### src/rtl/mm_stream_if.sv
// Element stream from the transmit side into the MM block.
//   tx_valid : in_data/col_end/row_end carry a valid element
//   in_data  : element value
//   col_end  : element is the last of its row
//   row_end  : element is the last of the matrix
//   busy     : MM stall; no transfer while high
// A transfer happens on a rising edge with tx_valid=1 and busy=0.
interface mm_stream_if #(
  parameter int DATA_W = 8
);
  logic              tx_valid;
  logic [DATA_W-1:0] in_data;
  logic              col_end;
  logic              row_end;
  logic              busy;

  modport master (output tx_valid, in_data, col_end, row_end, input busy);
  modport slave  (input tx_valid, in_data, col_end, row_end, output busy);
endinterface

### src/rtl/mm_stream_tx.sv
// Transmit end of the MM matrix input stream. For each job it walks NUM_MAT
// matrices (A, then B): it reads a row count and per-row column counts from a
// sync-read shape memory and the elements from a sync-read element memory,
// and presents them one by one to MM, holding while MM asserts busy.
//
// Ports:
//   clk, rst          rising-edge clock, asynchronous active-low reset
//   start             one-cycle pulse, begins a job when idle
//   data_base         element address of A's first element
//   shape_base        shape address of A's row-count entry
//   mem_addr/rdata    element memory; rdata valid one cycle after addr
//   shape_addr/rdata  shape memory; rdata valid one cycle after addr
//   tx                element stream to MM (master side)
//   active            job in progress
//   done              one-cycle pulse at job end
//   err               job ended on a zero row/column count; held until start
//   next_data_addr    element address after the last consumed element
//   next_shape_addr   shape address after the last consumed entry
module mm_stream_tx #(
  parameter int DATA_W  = 8,
  parameter int ADDR_W  = 20,
  parameter int SHP_AW  = 20,
  parameter int NUM_MAT = 2
) (
  input  logic              clk,
  input  logic              rst,
  input  logic              start,
  input  logic [ADDR_W-1:0] data_base,
  input  logic [SHP_AW-1:0] shape_base,
  output logic [ADDR_W-1:0] mem_addr,
  input  logic [DATA_W-1:0] mem_rdata,
  output logic [SHP_AW-1:0] shape_addr,
  input  logic [3:0]        shape_rdata,
  mm_stream_if.master       tx,
  output logic              active,
  output logic              done,
  output logic              err,
  output logic [ADDR_W-1:0] next_data_addr,
  output logic [SHP_AW-1:0] next_shape_addr
);

  typedef enum logic [2:0] {
    IDLE, RD_ROWS, RD_COLS, FETCH, SEND, GAP, FINISH, FAIL
  } state_t;

  localparam int MAT_W = (NUM_MAT > 1) ? $clog2(NUM_MAT) : 1;
  localparam logic [MAT_W-1:0] MAT_LAST = MAT_W'(NUM_MAT - 1);

  state_t           state;
  logic             rows_ph;   // second cycle of RD_ROWS: row count on shape_rdata
  logic [3:0]       row_cnt;
  logic [3:0]       col_cnt;
  logic [3:0]       row_idx;
  logic [3:0]       col_idx;
  logic [MAT_W-1:0] mat_idx;
  logic             last_col;

  // Index of the element being fetched compared with its row length.
  assign last_col = (col_idx == col_cnt - 4'd1);

  // NOTE: every register here uses non-blocking assignments so that all of
  // them update together from the same pre-edge values; blocking ones would
  // make results depend on statement order inside the block.
  always_ff @(posedge clk or negedge rst) begin
    if (!rst) begin
      state           <= IDLE;
      rows_ph         <= 1'b0;
      row_cnt         <= '0;
      col_cnt         <= '0;
      row_idx         <= '0;
      col_idx         <= '0;
      mat_idx         <= '0;
      mem_addr        <= '0;
      shape_addr      <= '0;
      tx.tx_valid     <= 1'b0;
      tx.in_data      <= '0;
      tx.col_end      <= 1'b0;
      tx.row_end      <= 1'b0;
      active          <= 1'b0;
      done            <= 1'b0;
      err             <= 1'b0;
      next_data_addr  <= '0;
      next_shape_addr <= '0;
    end else begin
      case (state)
        IDLE: begin
          if (start) begin
            // Both address buses start driving immediately so the first
            // element word is already waiting by the time FETCH is reached.
            mem_addr   <= data_base;
            shape_addr <= shape_base;
            active     <= 1'b1;
            err        <= 1'b0;
            mat_idx    <= '0;
            rows_ph    <= 1'b0;
            state      <= RD_ROWS;
          end
        end

        RD_ROWS: begin
          if (!rows_ph) begin
            // The row-count address is presented this cycle; step on to the
            // first column-count entry so its word arrives right behind it.
            shape_addr <= shape_addr + SHP_AW'(1);
            rows_ph    <= 1'b1;
          end else begin
            rows_ph <= 1'b0;
            row_cnt <= shape_rdata;
            row_idx <= '0;
            if (shape_rdata == 4'd0) begin
              err    <= 1'b1;
              done   <= 1'b1;
              active <= 1'b0;
              state  <= FAIL;
            end else begin
              state <= RD_COLS;
            end
          end
        end

        RD_COLS: begin
          // The entry read here has been addressed for at least one cycle on
          // every path into this state, so its word is valid now.
          col_cnt    <= shape_rdata;
          col_idx    <= '0;
          shape_addr <= shape_addr + SHP_AW'(1);
          if (shape_rdata == 4'd0) begin
            err    <= 1'b1;
            done   <= 1'b1;
            active <= 1'b0;
            state  <= FAIL;
          end else begin
            state <= FETCH;
          end
        end

        FETCH: begin
          tx.in_data  <= mem_rdata;
          tx.col_end  <= last_col;
          tx.row_end  <= last_col && (row_idx == row_cnt - 4'd1);
          tx.tx_valid <= 1'b1;
          // Advance now so the next word is read while this one is offered.
          mem_addr    <= mem_addr + ADDR_W'(1);
          state       <= SEND;
        end

        SEND: begin
          if (!tx.busy) begin
            tx.tx_valid <= 1'b0;
            tx.col_end  <= 1'b0;
            tx.row_end  <= 1'b0;
            if (!tx.col_end) begin
              col_idx <= col_idx + 4'd1;
              state   <= FETCH;
            end else if (!tx.row_end) begin
              row_idx <= row_idx + 4'd1;
              state   <= RD_COLS;
            end else if (mat_idx != MAT_LAST) begin
              mat_idx <= mat_idx + MAT_W'(1);
              state   <= GAP;
            end else begin
              done   <= 1'b1;
              active <= 1'b0;
              state  <= FINISH;
            end
          end
        end

        GAP: begin
          if (!tx.busy) begin
            rows_ph <= 1'b0;
            state   <= RD_ROWS;
          end
        end

        FINISH, FAIL: begin
          done            <= 1'b0;
          next_data_addr  <= mem_addr;
          next_shape_addr <= shape_addr;
          state           <= IDLE;
        end

        default: state <= IDLE;
      endcase
    end
  end

endmodule

### src/flat_wrapper.sv
// flat-port wrapper written by rule: the top's interface ports become plain ports
module mm_stream_tx_flat 
#(
  parameter int DATA_W  = 8,
  parameter int ADDR_W  = 20,
  parameter int SHP_AW  = 20,
  parameter int NUM_MAT = 2
)
  (clk, rst, start, data_base, shape_base, mem_addr, mem_rdata, shape_addr, shape_rdata, active, done, err, next_data_addr, next_shape_addr, tx_tx_valid, tx_in_data, tx_col_end, tx_row_end, tx_busy);
  mm_stream_if #(.DATA_W(DATA_W)) tx_i ();
  input  logic clk;
  input  logic rst;
  input  logic start;
  input  logic [ADDR_W-1:0] data_base;
  input  logic [SHP_AW-1:0] shape_base;
  output logic [ADDR_W-1:0] mem_addr;
  input  logic [DATA_W-1:0] mem_rdata;
  output logic [SHP_AW-1:0] shape_addr;
  input  logic [3:0] shape_rdata;
  output logic active;
  output logic done;
  output logic err;
  output logic [ADDR_W-1:0] next_data_addr;
  output logic [SHP_AW-1:0] next_shape_addr;
  output wire logic [$bits(tx_i.tx_valid)-1:0] tx_tx_valid;
  output wire logic [$bits(tx_i.in_data)-1:0] tx_in_data;
  output wire logic [$bits(tx_i.col_end)-1:0] tx_col_end;
  output wire logic [$bits(tx_i.row_end)-1:0] tx_row_end;
  input wire logic [$bits(tx_i.busy)-1:0] tx_busy;
  assign tx_tx_valid = tx_i.tx_valid;
  assign tx_in_data = tx_i.in_data;
  assign tx_col_end = tx_i.col_end;
  assign tx_row_end = tx_i.row_end;
  assign tx_i.busy = tx_busy;
  mm_stream_tx #(.DATA_W(DATA_W), .ADDR_W(ADDR_W), .SHP_AW(SHP_AW), .NUM_MAT(NUM_MAT)) u_core (.clk(clk), .rst(rst), .start(start), .data_base(data_base), .shape_base(shape_base), .mem_addr(mem_addr), .mem_rdata(mem_rdata), .shape_addr(shape_addr), .shape_rdata(shape_rdata), .tx(tx_i), .active(active), .done(done), .err(err), .next_data_addr(next_data_addr), .next_shape_addr(next_shape_addr));
endmodule
### config.mk
export PLATFORM = sky130hd
export DESIGN_NAME = mm_stream_tx_flat
export DESIGN_NICKNAME = d
export VERILOG_FILES = /design/src/rtl/mm_stream_if.sv /design/src/rtl/mm_stream_tx.sv /design/src/flat_wrapper.sv
export SDC_FILE = /design/constraint.sdc
export NUM_CORES = 1
export LEC_CHECK = 0
export CORE_MARGIN = 10
export CORE_UTILIZATION = 35
export DETAILED_ROUTE_END_ITERATION = 12
export PLACE_DENSITY_LB_ADDON = 0.05
export SLEW_MARGIN = 20
export SYNTH_ARGS = -nofsm -noshare
export SYNTH_HDL_FRONTEND = slang
export SYNTH_SLANG_ARGS = --single-unit
### constraint.sdc
create_clock -name clk -period 2.6 [get_ports clk]
set_clock_uncertainty 0.05 [all_clocks]
set_input_delay 0.52 -clock clk [delete_from_list [all_inputs] [get_ports clk]]
set_output_delay 0.52 -clock clk [all_outputs]
set_load 0.1 [all_outputs]
* Word-level counts from Yosys, hierarchy flattened
Index checks and enable logic that the tools add are counted.
** Cells by class
- Muxes and demuxes :: 53
- Add/subtract/negate cells :: 7
- Equal/unequal tests :: 19
- Reduce and logical (&&, ||, !) cells :: 25
** Operators with widths (count)
- two-way mux 20 bit :: 3
- one-hot mux 20 bit (3 select lines) :: 1
- adder 20 x 1 -> 20 bit (second input constant) :: 2
- one-hot mux 20 bit (2 select lines) :: 1
- two-way mux 3 bit :: 8
- two-way mux 4 bit :: 6
- two-way mux 1 bit :: 22
- one-hot mux 3 bit (7 select lines) :: 1
- one-hot mux 4 bit (2 select lines) :: 2
- == test 3 bit (second input constant) :: 4
- inequality test 2 bit (second input constant) :: 6
- AND reduction 3 bit :: 4
- AND reduction 5 bit :: 2
- nonzero test 2 bit :: 5
- adder 4 x 1 -> 4 bit (second input constant) :: 2
- == test 4 bit :: 2
- inequality test 2 x 1 -> 1 bit (second input constant) :: 4
- one-hot mux 1 bit (2 select lines) :: 4
- one-hot mux 1 bit (4 select lines) :: 2
- nonzero test 4 bit :: 2
- subtractor 4 x 1 -> 4 bit (second input constant) :: 2
- AND reduction 7 bit :: 1
- == test 3 x 2 -> 1 bit (second input constant) :: 2
- one-hot mux 1 bit (3 select lines) :: 2
- 11 further kinds :: 14
** Word-level totals
- Flip-flop bits (word level) :: 115
- Word-level logic and storage cells :: 122
- Input port bits :: 56
- Output and inout port bits :: 94

* Depth between registers and ports, before layout
Gate-level depths: netlist (run 1).
- Word-level depth :: 6
- Gate-level depth with buffers :: 7
- Depth with buffers taken out :: 6

* Worst setup path before layout (run 1)
No wires, ideal clock.
- Path type :: register -> register
- Start :: reg u_core.mem_addr[3]
- End :: reg u_core.mem_addr[17]
- Library setup time :: 0.158 ns
- Period minus slack after synthesis :: 2.824 ns
- Cell stages (with the launch flop) :: 8
- Data required time :: 2.392 ns
- Path slack :: -0.224 ns
- Buffers on the path :: 2
- Data arrival time :: 2.616 ns
- Path through :: dfrtp_1 buf_4 nand4_1 or4_1 clkbuf_2 or4_4 nand3_2 o211ai_2
** On the way
- Longest elaborated chain between the ends :: 2
** RTL lines
- start, declared :: RTL line mm_stream_tx.sv:30 : output logic [ADDR_W-1:0] mem_addr,
- start signal, assigned :: RTL line mm_stream_tx.sv:90 : mem_addr <= data_base;
- start signal, assigned :: RTL line mm_stream_tx.sv:143 : mem_addr <= mem_addr + ADDR_W'(1);
- adder 20 x 1 -> 20 bit :: RTL line mm_stream_tx.sv:143
- one-hot mux 20 bit (2 select lines) :: RTL line mm_stream_tx.sv:85 : case (state)
No other way between the ends.
A chain may end at the register's enable or synchronous reset.

* Worst setup path after layout (run 1)
- Start :: reg u_core.mem_addr[4]
- End :: reg u_core.mem_addr[17]
The elaborated chain is that of the path after synthesis.

==> impl_metrics.csv, run 1 <==
group,metric,value,unit
timing,setup_violations,0,
finish,post-route-util,49.2,%
timing,rsz0062_at_grt,"no",
synth,synthFlopType,"dfrtp_1",
route,ant_nets,0,
worst_setup_path,crit_chain,"nand4_1 > or4_1 > or4_4 > nand3_2 > o211ai_2",
worst_setup_path,crit_type,"register to register",
worst_setup_path,cp.required,2830,ps
worst_setup_path,max_stage_delay,660,ps
clock_tree,root_buffer,"clkbuf_16",
grt,grt_max_degree,53,
timing,worst_pin_slew,645,ps
timing,fin_worst_hold_slack,433,ps
route,vias,4970,
worst_setup_path,worstSetupStartpointType,"register",
place,dp_hpwl,12.5,mm
clock_tree,cts_max_path_buffers,2,
die,die_w,147,um
synth,synth_edf_count,0,
place,io_buffers,149,
timing,final.period_utilization,83.7,%
route,viasPerCell,5.21,
synth,synth_cell_type_count,62,
finish,drive_gt1_share,28.5,%
worst_setup_path,arrival,2410,ps
synth,syn_nets,629,
finish,finalNetCount,788,
timing,fmax,0.459,GHz
timing,finalHoldViolCount,0,
grt,antenna_found_initial,0,
clock_tree,clock_sinks,115,
timing,slew_violations,0,
clock_tree,cts_setup_buffers,0,
die,design.core.area,0.0158,sq mm
worst_setup_path,crit_fanout,8,
die,ios,150,
worst_hold_path,hold_class,"register to register",
route,drc,0,
finish,fill_cells,1491,
finish,area_growth,38.5,%
die,dieArea,0.0215,sq mm
synth,yosysWarnings,0,
synth,avgSynthCellArea,9.92,sq um
timing,finalCriticalPeriod,2180,ps
route,wl,17.0,mm
route,wl_per_cell,17.8,um
timing,tns,0,ps
route,drt_iter0_markers,307,
grt,overflow,0,
synth,syn-instance-count,567,
worst_setup_path,cp_slowest_cell,"or4_1",
synth,syn_area,0.00563,sq mm
outcome,status,"complete, no violations",
synth,async_reset_ff_share,100,%
clock_tree,cts_buffers,17,
synth,synth_seq_cells,115,
grt,grtUsageTotal,15.8,%
clock_tree,ctsHtreeMaxLevel,4,
die,start_util,35.5,%
clock_tree,path_clk_slew,50,ps
timing,max-slew-margin-rel,55.9,%
die,rows,46,
clock_tree,clock_latency,410,ps
route,drt-pass1-iter-count,4,
clock_tree,cts_tree,"yes",
grt,grt_first_pass_wirelength,27.5,mm
grt,grt_pass1_vias,5030,
job,cap_viol_max_count,0,
synth,synth_seq_area_share,51.1,%
place,gp_congestion,0.847,
die,die_h,147,um
finish,diodes,0,
worst_setup_path,endpoint_kind,"register",
area by class of cell:
type | count | area, sq um | share of cell area (%)
clock buffer | 25 | 495 | 6.36
clock inverter | 6 | 55.1 | 0.707
inverter | 15 | 56.3 | 0.723
multi-input combinational | 405 | 2570 | 33.0
sequential | 115 | 2890 | 37.1
tap | 216 | 270 | 3.47
timing repair buffer | 172 | 1450 | 18.7
synthesized netlist by cell type, drive strengths merged, types with 4 or more instances:
cell type | n | area, sq um
clkbuf | 26 | 98.8
nand3 | 26 | 135
o21ai | 37 | 185
nand4 | 10 | 62.6
inv | 15 | 56.3
xnor2 | 12 | 105
and4 | 4 | 36.3
o22ai | 12 | 75.1
dfrtp | 115 | 2880
nor2 | 39 | 146
ha | 6 | 75.1
a2bb2oi | 6 | 52.6
nor4 | 7 | 50.1
a31oi | 9 | 56.3
buf | 6 | 32.5
nand2 | 80 | 300
nor3 | 14 | 70.1
a21oi | 29 | 145
a311oi | 5 | 43.8
a211oi | 6 | 50.1
xor2 | 5 | 43.8
a22oi | 4 | 30.0
mux2 | 41 | 462
repair_timing:
item / 4_1_cts / 5_1_grt
hold buffers: 1 / 0
endpoints found under the hold margin: 18 / 0
gates resized for setup: 0 / 0
sequential cells by signal, summed over array words and instances (netlist names):
signal / count
u_core.tx.col_end: 1
u_core.state: 3
u_core.col_idx: 4
u_core.tx.tx_valid: 1
u_core.mem_addr: 20
u_core.col_cnt: 4
u_core.rows_ph: 1
u_core.err: 1
u_core.done: 1
u_core.tx.row_end: 1
u_core.next_data_addr: 20
u_core.next_shape_addr: 20
u_core.mat_idx: 1
u_core.shape_addr: 20
u_core.row_idx: 4
u_core.active: 1
u_core.row_cnt: 4
u_core.tx.in_data: 8
cell families (layout without fill, tap and decap cells):
kind of cell / Yosys count / after routing / synth area share [%]
simple gates: 206 / 206 / 17.7
mux: 43 / 43 / 8.56
xor+xnor: 17 / 17 / 2.65
buf+inv: 47 / 218 / 3.34
compound gates: 133 / 133 / 15.3
flops: 115 / 115 / 51.1
fa+ha+maj: 6 / 6 / 1.33
per-layer routing:
layer	wire, um	GRT usage (%)	vias to the layer above
li1	-	-	2387
met1	7910	20.9	2415
met2	7660	23.9	159
met3	1270	4.98	9
met4	165	4.95	0
met5	0	0	-
cell usage in the layout (no fill, tap or decap), drive strengths merged, types with 3 or more instances in the layout:
master         netlist  final
xor2                 5      5
or3                  3      3
dfrtp              115    115
o21ai               37     37
or4                  3      3
nand2               80     80
nand4               10     10
a211oi               6      6
a21oi               29     29
clkdlybuf4s50        0     54
inv                 15     15
ha                   6      6
nor3b                3      3
o22ai               12     12
nor4                 7      7
and4                 4      4
o211ai               3      3
mux2                41     41
a22o                 3      3
xnor2               12     12
buf                  6    117
nor2                39     39
clkinv               0      5
nand3               26     26
a31oi                9      9
and2                 3      3
clkbuf              26     25
a22oi                4      4
nor3                14     14
a311oi               5      5
and3                 3      3
a2bb2oi              6      6
through the flow:
step / setup slack, ps / cell area (sq um) / std cells
after CTS: 443 / 7790 / 954
after global routing: 334 / 7790 / 954
final: 423 / 7790 / 954
after floorplan: 75.0 / 5640 / 567
after global placement: 305 / 7230 / 922
after detailed placement: 271 / 7230 / 922
worst paths after layout:
kind | start | end | slack (ps) | cells past startpoint
max | u_core.mem_addr[4] | u_core.mem_addr[17] | 420 | 5
min | u_core.tx.in_data[7] | u_core.tx.in_data[7] | 430 | 2
max reg2reg | u_core.mem_addr[4] | u_core.mem_addr[17] | 420 | 5
min reg2reg | u_core.tx.in_data[7] | u_core.tx.in_data[7] | 430 | 2
max in group asynchronous | rst | u_core.state[2] | 1390 | 3
min in group asynchronous | rst | u_core.next_data_addr[3] | 480 | 2
worst max-delay path, delay by kind of cell, from the launching register on:
family | cells | cell delay [ps]
AOI/OAI and AO/OA | 1 | 80
DFF | 1 | 430
and+or+nand+nor | 4 | 1480
Power of run 1 is not shown: default switching activity piles up to over one toggle a cycle in this logic, so the estimate is an artifact.
==> run 2, diff against run 1 <==
==> constraint.sdc (replaced) <==
create_clock -name clk -period 2.1 [get_ports clk]
set_clock_uncertainty 0.05 [all_clocks]
set_input_delay 0.42 -clock clk [delete_from_list [all_inputs] [get_ports clk]]
set_output_delay 0.42 -clock clk [all_outputs]
set_load 0.1 [all_outputs]
==> impl_metrics.csv, run 2 (same netlist as run 1, synthesis figures left out) <==
group,metric,value,unit
outcome,status,"complete, no violations",
grt,grt_pass1_vias,5300,
worst_setup_path,cp_slowest_cell,"or4_1",
finish,area_growth,46.4,%
die,start_util,35.5,%
clock_tree,cts_max_path_buffers,2,
worst_setup_path,path_depth,5,
worst_setup_path,cp.required,2330,ps
finish,fill_cells,1461,
finish,final_cell_mix,"117 x buf_4, 87 x dfrtp_1, 79 x nand2_1",
timing,finalCriticalPeriod,2010,ps
worst_hold_path,hold_class,"register to register",
finish,seq_area,0.00293,sq mm
timing,finalHoldViolCount,0,
worst_setup_path,critPathLaunch,"u_core.mem_addr[3]",
worst_setup_path,rrSetupSlack,90,ps
finish,post-route-util,52.0,%
die,die_h,147,um
finish,multi_input_area,0.00258,sq mm
clock_tree,root_buffer,"clkbuf_16",
clock_tree,path_clk_slew,50,ps
timing,setup_violations,0,
place,io_buffers,149,
worst_setup_path,max_stage_delay,650,ps
timing,rsz0062_at_grt,"no",
worst_setup_path,r2r-end,"u_core.mem_addr[17]",
worst_setup_path,rr_worst_depth,5,
route,wl,17.6,mm
finish,drive_gt1_share,33.0,%
worst_setup_path,crit_chain,"nand4_1 > or4_1 > or4_4 > nand3_2 > o211ai_2",
clock_tree,cts_tree,"yes",
die,design.core.area,0.0158,sq mm
route,drt-pass1-iter-count,5,
die,die_w,147,um
finish,diodes,0,
worst_setup_path,cp.buffers_inverters,0,
worst_setup_path,crit_fanout,4,
clock_tree,cts_buffers,17,
worst_setup_path,worstSetupStartpointType,"register",
grt,grtUsageTotal,16.6,%
route,drc,0,
worst_setup_path,crit_type,"register to register",
worst_setup_path,cp_top_family,"simple AND/OR/NAND/NOR gates",
finish,finalNetCount,806,
place,dp_hpwl,13.1,mm
route,ant_nets,0,
grt,grt_max_degree,36,
worst_setup_path,endpoint_kind,"register",
timing,slew_violations,0,
worst_setup_path,arrival,2240,ps
timing,fin_worst_hold_slack,431,ps
die,rows,46,
clock_tree,cts_setup_buffers,0,
route,viasPerCell,5.23,
worst_setup_path,rr_startpoint,"u_core.mem_addr[3]",
timing,max-slew-margin-rel,63.4,%
worst_setup_path,cp-endpoint,"u_core.mem_addr[17]",
timing,worst_pin_slew,541,ps
grt,overflow,0,
grt,grt_first_pass_wirelength,29.0,mm
die,dieArea,0.0215,sq mm
finish,final_common_cell,"buf_4",
clock_tree,clock_sinks,115,
clock_tree,clock_latency,410,ps
timing,fmax,0.497,GHz
route,drt_iter0_markers,276,
place,pre_cts_slack,7.23,ps
clock_tree,ctsHtreeMaxLevel,4,
grt,antenna_found_initial,0,
timing,setup_ws,86.0,ps
timing,final.period_utilization,95.9,%
die,ios,150,
job,cap_viol_max_count,0,
route,vias,5089,
route,wl_per_cell,18.1,um
place,gp_congestion,0.813,
timing,tns,0,ps
run 2: changes by cell type in the layout (fill, tap and decap cells not counted), moves of 2 or more:
| cell | change |
|---|---|
| buf_12 | +16 |
| dfrtp_2 | +10 |
| dfrtp_1 | -18 |
| buf_4 | +2 |
| clkinvlp_4 | +2 |
| clkbuf_1 | -2 |
| bufinv_16 | +2 |
| dfrtp_4 | +8 |
run 2: worst min-delay path by stage:
stage,endpoint,cells past startpoint,slack [ps],startpoint
floorplan,u_core.active,0,70,rst
global placement,u_core.next_data_addr[5],1,340,rst
detailed placement,u_core.next_shape_addr[1],1,350,rst
CTS,u_core.next_data_addr[15],2,430,u_core.next_data_addr[15]
global route,u_core.tx.in_data[3],2,460,u_core.tx.in_data[3]
finish,u_core.tx.in_data[0],2,430,u_core.tx.in_data[0]
run 2: repair_timing:
action | CTS | global route
hold buffers | 1 | 0
gates resized for setup | 0 | 2
setup endpoints to repair | 0 | 2
endpoints found under the hold margin | 28 | 0
run 2: final cells by class:
type	instances	share of cell area, %
Sequential cell	115	35.6
Clock buffer	22	5.76
Tap cell	216	3.28
Multi-Input combinational cell	405	31.4
Inverter	15	0.684
Timing Repair Buffer	190	21.7
Clock inverter	10	1.58
run 2: per-layer routing:
layer | vias up | global-route usage [%] | wire length [um]
met1 | 2475 | 20.8 | 7870
met2 | 178 | 26.9 | 8330
met5 | - | 0 | 0
met3 | 20 | 5.04 | 1230
li1 | 2416 | - | -
met4 | 0 | 5.06 | 205
run 2: worst min-delay path, stage by stage, from the launching register on:
cell and delay (ps):
dfrtp_1 340, nand2_1 50, nand2_1 50
run 2: per-stage QoR:
stage / std cells / area (sq um)
floorplan: 567 / 5700
global placement: 940 / 7620
detailed placement: 940 / 7620
CTS: 973 / 8230
global route: 973 / 8240
finish: 973 / 8240
Power of run 2 is left out for the same reason.
==> run 3, diff against run 2 <==
--- a/config.mk
+++ b/config.mk
@@ -6,8 +6,9 @@
 export NUM_CORES = 1
 export LEC_CHECK = 0
 export CORE_MARGIN = 10
-export CORE_UTILIZATION = 35
+export CORE_UTILIZATION = 50
 export DETAILED_ROUTE_END_ITERATION = 12
+export DONT_BUFFER_PORTS = 1
 export PLACE_DENSITY_LB_ADDON = 0.05
 export SLEW_MARGIN = 20
 export SYNTH_ARGS = -nofsm -noshare
==> impl_metrics.csv, run 3 (same netlist as run 1, synthesis figures left out) <==
group,metric,value,unit
grt,grtUsageTotal,19.2,%
finish,finalNetCount,701,
finish,final_common_cell,"dfrtp_1",
finish,post-route-util,63.7,%
route,wl_per_cell,19.4,um
worst_setup_path,rrSetupSlack,130,ps
timing,fmax,0.508,GHz
route,ant_nets,0,
worst_setup_path,crit_type,"register to register",
route,drt-pass1-iter-count,5,
clock_tree,root_buffer,"clkbuf_16",
place,io_buffers,0,
grt,overflow,0,
worst_setup_path,worstSetupStartpointType,"register",
finish,fill_cells,896,
finish,final_cell_mix,"87 x dfrtp_1, 81 x buf_4, 79 x nand2_1",
die,die_h,126,um
job,cap_viol_max_count,0,
worst_setup_path,r2r-end,"u_core.shape_addr[14]",
clock_tree,cts_tree,"yes",
timing,setup_violations,0,
worst_setup_path,rr_startpoint,"u_core.state[1]",
finish,diodes,0,
route,drc,0,
grt,grt_pass1_vias,4561,
clock_tree,ctsHtreeMaxLevel,4,
place,dp.cells,760,
clock_tree,clock_latency,410,ps
grt,grt_max_degree,116,
worst_setup_path,endpoint_kind,"register",
finish,stdcell_count,792,
worst_setup_path,crit_fanout,19,
clock_tree,path_clk_slew,50,ps
timing,slew_violations,0,
grt,grt_first_pass_wirelength,24.6,mm
grt,antenna_found_initial,0,
clock_tree,clock_sinks,115,
timing,final.period_utilization,93.8,%
timing,max-slew-margin-rel,36.5,%
die,design.core.area,0.0109,sq mm
clock_tree,cts_max_path_buffers,2,
route,vias,4654,
finish,drive_gt1_share,30.1,%
route,wl,15.3,mm
timing,fin_worst_hold_slack,-351,ps
die,start_util,51.5,%
timing,finalCriticalPeriod,1970,ps
worst_setup_path,arrival,2270,ps
worst_hold_path,hold_class,"primary input to asynchronous set/reset pin",
outcome,status,"complete, but fails checks",
timing,worst_pin_slew,952,ps
outcome,violations,"negative hold slack",
die,die_w,126,um
die,ios,150,
worst_setup_path,cp.required,2400,ps
clock_tree,cts_buffers,17,
die,dieArea,0.0159,sq mm
worst_setup_path,rr_worst_depth,7,
place,gp_congestion,0.893,
route,viasPerCell,5.88,
timing,finalHoldViolCount,115,
timing,tns,0,ps
timing,rsz0062_at_grt,"no",
route,drt_iter0_markers,375,
place,dp_hpwl,11.3,mm
finish,area_growth,23.9,%
die,rows,38,
run 3: cell type report:
class,instances,area [sq um],area share (%)
clock buffers,26,479,6.88
clock inverters,6,55.1,0.790
inverters,15,56.3,0.808
multi-input cells,405,2590,37.2
flip-flops and latches,115,2930,42.1
well taps,140,175,2.51
repair buffers,85,679,9.75
run 3: worst max-delay path by stage:
stage	startpoint	end	slack [ps]	depth (start not counted)
after floorplan	u_core.mem_addr[3]	u_core.mem_addr[17]	-280	7
after global placement	u_core.mem_addr[6]	u_core.mem_addr[18]	100	6
after detailed placement	u_core.mem_addr[6]	u_core.mem_addr[18]	-60	6
after CTS	u_core.mem_addr[6]	u_core.mem_addr[18]	80	6
after global routing	u_core.mem_addr[3]	u_core.mem_addr[19]	6	5
final	u_core.state[1]	u_core.shape_addr[14]	130	7
run 3: worst max-delay path, cell delays in order, from the launching register on:
cell and delay [ps]:
dfrtp_1 500, buf_4 240, xor2_1 180, and2_1 160
buf_4 220, nand2_1 170, o31ai_1 240, a22o_1 150
run 3: metrics by stage:
stage          setup WS, ps  area (sq um)  hold WS [ps]
6_report                130          6970          -351
2_1_floorplan          -282          5700          74.4
4_1_cts                84.3          6960          -365
3_5_place_dp          -59.6          6420          78.3
5_1_grt                6.32          6970          -378
3_3_place_gp            103          6420          78.0
run 3: per-layer routing:
metal / global-route usage, % / up-vias / share of wire (%)
li1: - / 2208 / -
met1: 22.9 / 2259 / 41
met2: 29.5 / 159 / 48
met3: 7.72 / 28 / 8.7
met4: 9.51 / 0 / 2.6
met5: 0 / - / 0
run 3: repair_timing:
item | in CTS | in global routing
setup endpoints to repair | 1 | 2
gates cloned | 0 | 0
resized for setup | 1 | 2
setup buffers | 0 | 0
endpoints found under the hold margin | 115 | 115
Power of run 3 is left out for the same reason.
